<file path="src/rtl/lc3_mem_arbiter_if.sv">
`default_nettype none
// =============================================================================
// lc3_mem_arbiter_if : fetch, memaccess and shared-memory signal bundle for
//                      lc3_mem_arbiter (master = requesters + memory, slave = arbiter).
// Revision: 1.0
// =============================================================================
interface lc3_mem_arbiter_if #(
    parameter int ADDR_W = 16,
    parameter int DATA_W = 16
);
    logic              i_req;
    logic [ADDR_W-1:0] i_addr;
    logic              i_gnt;
    logic [DATA_W-1:0] i_rdata;
    logic              i_rvalid;

    logic              d_req;
    logic              d_we;
    logic [ADDR_W-1:0] d_addr;
    logic [DATA_W-1:0] d_wdata;
    logic              d_gnt;
    logic [DATA_W-1:0] d_rdata;
    logic              d_rvalid;

    logic              m_req;
    logic              m_we;
    logic [ADDR_W-1:0] m_addr;
    logic [DATA_W-1:0] m_wdata;
    logic              m_ack;
    logic [DATA_W-1:0] m_rdata;

    logic              owner;
    logic              busy;

    modport master (
        output i_req, i_addr, d_req, d_we, d_addr, d_wdata, m_ack, m_rdata,
        input  i_gnt, i_rdata, i_rvalid, d_gnt, d_rdata, d_rvalid,
               m_req, m_we, m_addr, m_wdata, owner, busy
    );

    modport slave (
        input  i_req, i_addr, d_req, d_we, d_addr, d_wdata, m_ack, m_rdata,
        output i_gnt, i_rdata, i_rvalid, d_gnt, d_rdata, d_rvalid,
               m_req, m_we, m_addr, m_wdata, owner, busy
    );
endinterface
`default_nettype wire

</file>
<file path="src/rtl/lc3_mem_arbiter.sv">
`default_nettype none
// =============================================================================
// lc3_mem_arbiter : serialises LC3 fetch and memaccess onto one variable-latency
//                   memory port, dmem first. Optional LC3_ARB_STARVE_GUARD_EN
//                   forces an imem grant after STARVE_MAX back-to-back dmem wins.
// Revision: 1.0
// =============================================================================
module lc3_mem_arbiter #(
    parameter int ADDR_W     = 16,
    parameter int DATA_W     = 16,
    parameter int STARVE_MAX = 4
) (
    input  logic             clock,
    input  logic             reset,
    lc3_mem_arbiter_if.slave bus
);
    typedef enum logic [1:0] {
        S_IDLE = 2'd0,
        S_IACC = 2'd1,
        S_DACC = 2'd2
    } state_t;

    state_t            state_q, state_d;
    logic              i_gnt_q, i_gnt_d;
    logic              d_gnt_q, d_gnt_d;
    logic              i_rvalid_q, i_rvalid_d;
    logic              d_rvalid_q, d_rvalid_d;
    logic              m_req_q, m_req_d;
    logic              m_we_q, m_we_d;
    logic [ADDR_W-1:0] m_addr_q, m_addr_d;
    logic [DATA_W-1:0] m_wdata_q, m_wdata_d;
    logic              owner_q, owner_d;
    logic              busy_q, busy_d;
    logic [DATA_W-1:0] i_rdata_q, i_rdata_d;
    logic [DATA_W-1:0] d_rdata_q, d_rdata_d;

    logic              imem_forced;
    logic              imem_win;

`ifdef LC3_ARB_STARVE_GUARD_EN
    localparam int               CNT_W   = (STARVE_MAX > 0) ? $clog2(STARVE_MAX + 1) : 1;
    localparam logic [CNT_W-1:0] CNT_MAX = CNT_W'(STARVE_MAX);

    logic [CNT_W-1:0] starve_q, starve_d;

    assign imem_forced = (starve_q == CNT_MAX);

    // Counts dmem wins taken while fetch was also asking; saturates at CNT_MAX.
    always_comb begin
        starve_d = starve_q;
        if (state_q == S_IDLE) begin
            if (!bus.i_req || imem_win) begin
                starve_d = '0;
            end else if (bus.d_req && (starve_q != CNT_MAX)) begin
                starve_d = starve_q + CNT_W'(1);
            end
        end
    end

    always_ff @(posedge clock or posedge reset) begin
        if (reset) begin
            starve_q <= '0;
        end else begin
            starve_q <= starve_d;
        end
    end
`else
    // Strict dmem priority; the comparison keeps STARVE_MAX referenced and is 0 for legal values.
    assign imem_forced = (STARVE_MAX < 0);
`endif

    assign imem_win = bus.i_req && (imem_forced || !bus.d_req);

    always_comb begin
        state_d    = state_q;
        i_gnt_d    = 1'b0;
        d_gnt_d    = 1'b0;
        i_rvalid_d = 1'b0;
        d_rvalid_d = 1'b0;
        m_req_d    = m_req_q;
        m_we_d     = m_we_q;
        m_addr_d   = m_addr_q;
        m_wdata_d  = m_wdata_q;
        owner_d    = owner_q;
        busy_d     = busy_q;
        i_rdata_d  = i_rdata_q;
        d_rdata_d  = d_rdata_q;

        case (state_q)
            S_IDLE: begin
                if (imem_win) begin
                    state_d   = S_IACC;
                    i_gnt_d   = 1'b1;
                    m_req_d   = 1'b1;
                    m_we_d    = 1'b0;
                    m_addr_d  = bus.i_addr;
                    m_wdata_d = '0;
                    owner_d   = 1'b0;
                    busy_d    = 1'b1;
                end else if (bus.d_req) begin
                    state_d   = S_DACC;
                    d_gnt_d   = 1'b1;
                    m_req_d   = 1'b1;
                    m_we_d    = bus.d_we;
                    m_addr_d  = bus.d_addr;
                    m_wdata_d = bus.d_wdata;
                    owner_d   = 1'b1;
                    busy_d    = 1'b1;
                end
            end
            S_IACC, S_DACC: begin
                if (m_req_q && bus.m_ack) begin
                    state_d = S_IDLE;
                    m_req_d = 1'b0;
                    busy_d  = 1'b0;
                    if (state_q == S_IACC) begin
                        i_rdata_d  = bus.m_rdata;
                        i_rvalid_d = 1'b1;
                    end else begin
                        d_rvalid_d = 1'b1;
                        // A write completion leaves the last read value visible.
                        if (!m_we_q) begin
                            d_rdata_d = bus.m_rdata;
                        end
                    end
                end
            end
            default: state_d = S_IDLE;
        endcase
    end

    always_ff @(posedge clock or posedge reset) begin
        if (reset) begin
            state_q    <= S_IDLE;
            i_gnt_q    <= 1'b0;
            d_gnt_q    <= 1'b0;
            i_rvalid_q <= 1'b0;
            d_rvalid_q <= 1'b0;
            m_req_q    <= 1'b0;
            m_we_q     <= 1'b0;
            m_addr_q   <= '0;
            m_wdata_q  <= '0;
            owner_q    <= 1'b0;
            busy_q     <= 1'b0;
            i_rdata_q  <= '0;
            d_rdata_q  <= '0;
        end else begin
            state_q    <= state_d;
            i_gnt_q    <= i_gnt_d;
            d_gnt_q    <= d_gnt_d;
            i_rvalid_q <= i_rvalid_d;
            d_rvalid_q <= d_rvalid_d;
            m_req_q    <= m_req_d;
            m_we_q     <= m_we_d;
            m_addr_q   <= m_addr_d;
            m_wdata_q  <= m_wdata_d;
            owner_q    <= owner_d;
            busy_q     <= busy_d;
            i_rdata_q  <= i_rdata_d;
            d_rdata_q  <= d_rdata_d;
        end
    end

    assign bus.i_gnt    = i_gnt_q;
    assign bus.d_gnt    = d_gnt_q;
    assign bus.i_rvalid = i_rvalid_q;
    assign bus.d_rvalid = d_rvalid_q;
    assign bus.i_rdata  = i_rdata_q;
    assign bus.d_rdata  = d_rdata_q;
    assign bus.m_req    = m_req_q;
    assign bus.m_we     = m_we_q;
    assign bus.m_addr   = m_addr_q;
    assign bus.m_wdata  = m_wdata_q;
    assign bus.owner    = owner_q;
    assign bus.busy     = busy_q;
endmodule
`default_nettype wire

</file>
<file path="src/flat_wrapper.sv">
// flat-port wrapper written by rule: the top's interface ports become plain ports
module lc3_mem_arbiter_flat 
#(
    parameter int ADDR_W     = 16,
    parameter int DATA_W     = 16,
    parameter int STARVE_MAX = 4
)
  (clock, reset, bus_i_req, bus_i_addr, bus_d_req, bus_d_we, bus_d_addr, bus_d_wdata, bus_m_ack, bus_m_rdata, bus_i_gnt, bus_i_rdata, bus_i_rvalid, bus_d_gnt, bus_d_rdata, bus_d_rvalid, bus_m_req, bus_m_we, bus_m_addr, bus_m_wdata, bus_owner, bus_busy);
  lc3_mem_arbiter_if #(.ADDR_W(ADDR_W), .DATA_W(DATA_W)) bus_i ();
  input  logic clock;
  input  logic reset;
  input wire logic [$bits(bus_i.i_req)-1:0] bus_i_req;
  input wire logic [$bits(bus_i.i_addr)-1:0] bus_i_addr;
  input wire logic [$bits(bus_i.d_req)-1:0] bus_d_req;
  input wire logic [$bits(bus_i.d_we)-1:0] bus_d_we;
  input wire logic [$bits(bus_i.d_addr)-1:0] bus_d_addr;
  input wire logic [$bits(bus_i.d_wdata)-1:0] bus_d_wdata;
  input wire logic [$bits(bus_i.m_ack)-1:0] bus_m_ack;
  input wire logic [$bits(bus_i.m_rdata)-1:0] bus_m_rdata;
  output wire logic [$bits(bus_i.i_gnt)-1:0] bus_i_gnt;
  output wire logic [$bits(bus_i.i_rdata)-1:0] bus_i_rdata;
  output wire logic [$bits(bus_i.i_rvalid)-1:0] bus_i_rvalid;
  output wire logic [$bits(bus_i.d_gnt)-1:0] bus_d_gnt;
  output wire logic [$bits(bus_i.d_rdata)-1:0] bus_d_rdata;
  output wire logic [$bits(bus_i.d_rvalid)-1:0] bus_d_rvalid;
  output wire logic [$bits(bus_i.m_req)-1:0] bus_m_req;
  output wire logic [$bits(bus_i.m_we)-1:0] bus_m_we;
  output wire logic [$bits(bus_i.m_addr)-1:0] bus_m_addr;
  output wire logic [$bits(bus_i.m_wdata)-1:0] bus_m_wdata;
  output wire logic [$bits(bus_i.owner)-1:0] bus_owner;
  output wire logic [$bits(bus_i.busy)-1:0] bus_busy;
  assign bus_i.i_req = bus_i_req;
  assign bus_i.i_addr = bus_i_addr;
  assign bus_i.d_req = bus_d_req;
  assign bus_i.d_we = bus_d_we;
  assign bus_i.d_addr = bus_d_addr;
  assign bus_i.d_wdata = bus_d_wdata;
  assign bus_i.m_ack = bus_m_ack;
  assign bus_i.m_rdata = bus_m_rdata;
  assign bus_i_gnt = bus_i.i_gnt;
  assign bus_i_rdata = bus_i.i_rdata;
  assign bus_i_rvalid = bus_i.i_rvalid;
  assign bus_d_gnt = bus_i.d_gnt;
  assign bus_d_rdata = bus_i.d_rdata;
  assign bus_d_rvalid = bus_i.d_rvalid;
  assign bus_m_req = bus_i.m_req;
  assign bus_m_we = bus_i.m_we;
  assign bus_m_addr = bus_i.m_addr;
  assign bus_m_wdata = bus_i.m_wdata;
  assign bus_owner = bus_i.owner;
  assign bus_busy = bus_i.busy;
  lc3_mem_arbiter #(.ADDR_W(ADDR_W), .DATA_W(DATA_W), .STARVE_MAX(STARVE_MAX)) u_core (.clock(clock), .reset(reset), .bus(bus_i));
endmodule
</file>
<file path="config.mk">
export PLATFORM = sky130hd
export DESIGN_NAME = lc3_mem_arbiter_flat
export DESIGN_NICKNAME = d
export VERILOG_FILES = /design/src/rtl/lc3_mem_arbiter_if.sv /design/src/rtl/lc3_mem_arbiter.sv /design/src/flat_wrapper.sv
export SDC_FILE = /design/constraint.sdc
export NUM_CORES = 1
export LEC_CHECK = 0
export ABC_AREA = 1
export BUFFER_PORTS_ARGS = -buffer_cell sky130_fd_sc_hd__buf_2
export CAP_MARGIN = 20
export CORE_ASPECT_RATIO = 1.1
export CORE_UTILIZATION = 51
export CTS_CLUSTER_SIZE = 14
export DETAILED_ROUTE_END_ITERATION = 16
export GPL_TIMING_DRIVEN = 0
export PLACE_DENSITY = 0.85
export SLEW_MARGIN = 20
export SYNTH_ARGS = -nofsm -noshare
export SYNTH_HDL_FRONTEND = slang
export SYNTH_SLANG_ARGS = --single-unit
export TNS_END_PERCENT = 10
</file>
<file path="constraint.sdc">
create_clock -name clock -period 6.6 [get_ports clock]
set_input_delay 0.99 -clock clock [delete_from_list [all_inputs] [get_ports clock]]
set_output_delay 0.99 -clock clock [all_outputs]
set_load 0.005 [all_outputs]
</file>
Word-level counts from Yosys, hierarchy flattened
Cells that the tools add are included.
{ "word_totals": {"reg_bits": 73, "input_bits": 70, "output_inout_bits": 72, "word_cells": 56} }
{ "classes": {"eq_ne": 4, "n_mux": 26, "bitwise": 2, "reduce_logical": 12} }
{ "op_table": {"columns": ["cell", "n"], "rows": [
  ["2-to-1 mux 16 bit", 4],
  ["2-to-1 mux 1 bit", 17],
  ["2-to-1 mux 2 bit", 3],
  ["AND reduction 3 bit", 2],
  ["one-hot mux 2 bit (2 select lines)", 1],
  ["AND reduction 2 bit", 2],
  ["AND reduction 4 bit", 1],
  ["nonzero test 2 bit", 2],
  ["!= test 3 x 2 -> 1 bit (second input constant)", 1],
  ["== test 2 x 1 -> 1 bit (second input constant)", 1],
  ["== test 2 bit (second input constant)", 1],
  ["logical AND 1 bit", 2],
  ["zero test 2 bit", 1],
  ["!= test 2 x 1 -> 1 bit (second input constant)", 1],
  ["inverter 1 bit", 2],
  ["one-hot mux 1 bit (2 select lines)", 1],
  ["OR reduction 2 bit", 1],
  ["zero test 1 bit", 1]
]} }

Logic depth before layout (Yosys ltp)
{ "depth": {"word_depth": 4, "ltp_mapped": 8, "ltp_nobuf": 8} }

Worst setup path before layout
OpenSTA, ideal clock, no wires.
{ "synth_path": {"path_type": "input -> register", "from": "input bus_m_ack", "to": "register u_core.d_rdata_q[0] (netlist: u_core.bus.d_rdata[0])", "arrival_ns": 1.538, "required_ns": 6.484, "slack_ns": 4.946, "stages": 6, "n_path_buf": 1, "cell_sequence": "nand3_1 inv_2 nand2_4 buf_6 nand2_1 nand2_1"} }
{ "synth_between": {"elab_chain_len": 2} }
{ "synth_lines": {"columns": ["item", "line", "source"], "rows": [
  ["start, declared", "flat_wrapper.sv:18", "input wire logic [$bits(bus_i.m_ack)-1:0] bus_m_ack;"],
  ["logical AND 1 bit", "lc3_mem_arbiter.sv:112", "if (m_req_q && bus.m_ack) begin"],
  ["AND reduction 4 bit (no source line)", null, null],
  ["end signal, assigned", "lc3_mem_arbiter.sv:160", "d_rdata_q <= d_rdata_d;"],
  ["end, declared", "lc3_mem_arbiter.sv:35", "logic [DATA_W-1:0] d_rdata_q, d_rdata_d;"]
]} }
No other way between the ends.
A chain may end at the register's enable or synchronous reset.

==> flow_summary.ini <==
[sta]
setup_viol = 0
finalCritPeriodShare_pct = 30.43
max_slew_margin_pct = 67.60
rsz_0062_raised_after_global_routing = no
period_minus_slack_ps = 2008
fin_worst_skew_ps = 13.43
totalNegativeSetupSlack_ps = 0
holdWs_ps = 471.6
worst-slew-pin-transition_ps = 485.9
max_freq_mhz = 497.9
hold_viol_final = 0
drv_slew = 0

[global_routing]
overflow = 0
antenna_violations_before_repair = 0
grt_first_pass_wirelength_microns = 12740
grt_usage_pct = 24.84
first_global_vias = 2863
grt_max_degree = 42

[detailed_routing]
ant_nets = 0
vias_per_cell = 4.790
num_vias = 2984
routed_wl_microns = 7695
first_pass_iters = 6
drt_first_iter_violations = 112
drcViolationCount = 0
detailed_route_wire_length_per_cell_microns = 12.35

[synth]
yosys.area_share.simple_pct = 28.57
post_synth_mux_area_share_pct = 0
synthesized_area_fraction_occupied_by_adder_cells_pct = 1.171
ys_seq_elements = 73
synth_cell_type_count = 20
synth_compound_gate_area_share_pct = 2.927
dominant_combinational_cell_family_by_area_after_synthesis = simple AND/OR/NAND/NOR gates
synth_xor_area_share_pct = 0
ys_seq_area_share_pct = 56.99
post_synth_instance_area_sq_mm = 0.003206
syn-instance-count = 388
yosysWarningCount = 0
mappedNetlistNets = 461
syn_avg_cell_area_sq_um = 8.262

[die]
die_width_microns = 77.59
design.core.area_sq_mm = 0.005914
starting_density_of_the_core_pct = 54.20
die_h_microns = 85.15
rows = 29
ioPinCount = 142
die_outline_area_sq_mm = 0.006607

[clocking]
cts-root-buf = clkbuf_8
clock_path_buffers = 2
htree_num_levels = 3
hold_fix_buffers_at_cts = 0
clock_tree_from_tritoncts = built
post_cts.repair.setup_buffers = 0
tritoncts.num_buffers = 9
worstSkewPairLatency_ps = 330
number_of_cells_upsized_or_downsized_after_cts = 0
cts.sink_count = 73
clk_transition_reported_paths_ps = 80

[placed_design]
place_inst = 607
dp.final_hpwl_microns = 5782
portBuffers = 141
gp_congestion = 0.7885

[power_and_ir_drop]
irDropWorstVdd_v = 0.0002343
report.power.total_w = 0.001805
leakagePower_nw = 2.643
power_per_cell_area_mw_per_mm2 = 425.0

[setup_path]
critical_path.slowest_cell = dfrtp_1
worst_path_dominant_cell_family = flip-flops
worst_setup_path_start_kind = flop
critPathKind = flop to primary output
crit_path_cell_trace = buf_4 > buf_2
cp.required_ps = 5610
critical_path_buf_inv_count = 2
cp_data_arrival_time_ps = 1020
worstPathMaxFanout = 6
critPathMaxStageDelay_ps = 440
kind_of_capture_point_of_the_worst_setup_path = primary output

[layout]
layout_commonest_cell = nand2_1
num-nets-final = 614
drive_gt1_share_pct = 33.33
finish.utilization_pct = 71.82
stdcell_count = 623
area_overhead_of_the_layout_relative_to_synthesis_pct = 32.51
most-common-layout-cells = nand2_1, buf_2, dfrtp_1
n_antenna_cell = 0

[flow_run]
max_cap_violations = 0

[hold_path]
timing.hold.worst.class = flop to flop

[status]
status = complete, no violations
routing by layer:
layer / vias up / GRT usage (%) / wire, microns
li1: 1466 / - / -
met1: 1360 / 31.17 / 3412
met2: 143 / 40.87 / 3664
met3: 15 / 6.774 / 494
met4: 0 / 9.949 / 124
met5: - / 0 / 0
cells by family (layout without fill, tap and decap cells):
kind of cell | Yosys count | in the layout
and+or+nand+nor | 222 | 222
AOI/OAI and AO/OA | 18 | 18
DFF | 73 | 73
buffers and inverters | 72 | 230
adders and majority gates | 3 | 3
final timing paths:
| check | depth (start not counted) | start | slack, ps | endpoint |
|---|---|---|---|---|
| max | 2 | u_core.bus.busy | 4590 | bus_m_req |
| min | 2 | u_core.bus.m_wdata[14] | 470 | u_core.bus.m_wdata[14] |
| max reg2reg | 6 | u_core.state_q[1] | 4950 | u_core.bus.i_rdata[5] |
| min reg2reg | 2 | u_core.bus.m_wdata[14] | 470 | u_core.bus.m_wdata[14] |
| max in group asynchronous | 3 | reset | 5380 | u_core.bus.d_rdata[10] |
| min in group asynchronous | 2 | reset | 660 | u_core.bus.d_gnt |
power by group:
part | leakage (nW) | total, W | switching (W) | internal, W
registers | 0.918 | 0.000766 | 0.000117 | 0.000649
logic | 1.62 | 0.000661 | 0.000368 | 0.000293
clock network | 0.106 | 0.000378 | 0.000165 | 0.000213
total | 2.64 | 0.00181 | 0.000650 | 0.00116
worst register-to-register path, stage by stage (launching register included):
cell and delay (ps):
dfrtp_1 360, inv_1 70, ha_1 220, nand3_1 200, clkbuf_1 420, nand2_1 150
o21ai_0 130
Yosys cell counts, drive strengths merged:
cell	count	area share, %
nor2	6	1.1
clkbuf	3	0.35
nand3	36	5.6
o21ai	17	2.8
nand4	1	0.20
a21oi	1	0.16
inv	57	6.8
ha	3	1.2
nand2	179	22
clkinv	1	0.12
dfrtp	73	57
buf	11	3.0
layout make-up:
cell class | instances | area, sq um
buffer | 14 | 108.9
clock buffer | 9 | 123.9
clock inverter | 7 | 93.84
fill | 459 | 1667
inverter | 58 | 225.2
multi-input combinational | 243 | 1047
sequential | 73 | 1827
tap | 77 | 96.34
timing repair buffer | 142 | 725.7
sequential cells by signal (all words and copies together) (netlist names):
register / cells
u_core.bus.busy: 1
u_core.bus.d_gnt: 1
u_core.bus.d_rdata: 16
u_core.bus.d_rvalid: 1
u_core.bus.i_gnt: 1
u_core.bus.i_rdata: 16
u_core.bus.i_rvalid: 1
u_core.bus.m_addr: 16
u_core.bus.m_wdata: 16
u_core.bus.m_we: 1
u_core.bus.owner: 1
u_core.state_q: 2
metrics by stage:
step                worst slack [ps]  cell area (sq um)
floorplan                       3757               3206
global placement                2978               4008
global route                    4534               4248
CTS                             4569               4248
finish                          4592               4248
detailed placement              4584               4030
Note: power is estimated with default switching activity, not from simulation.
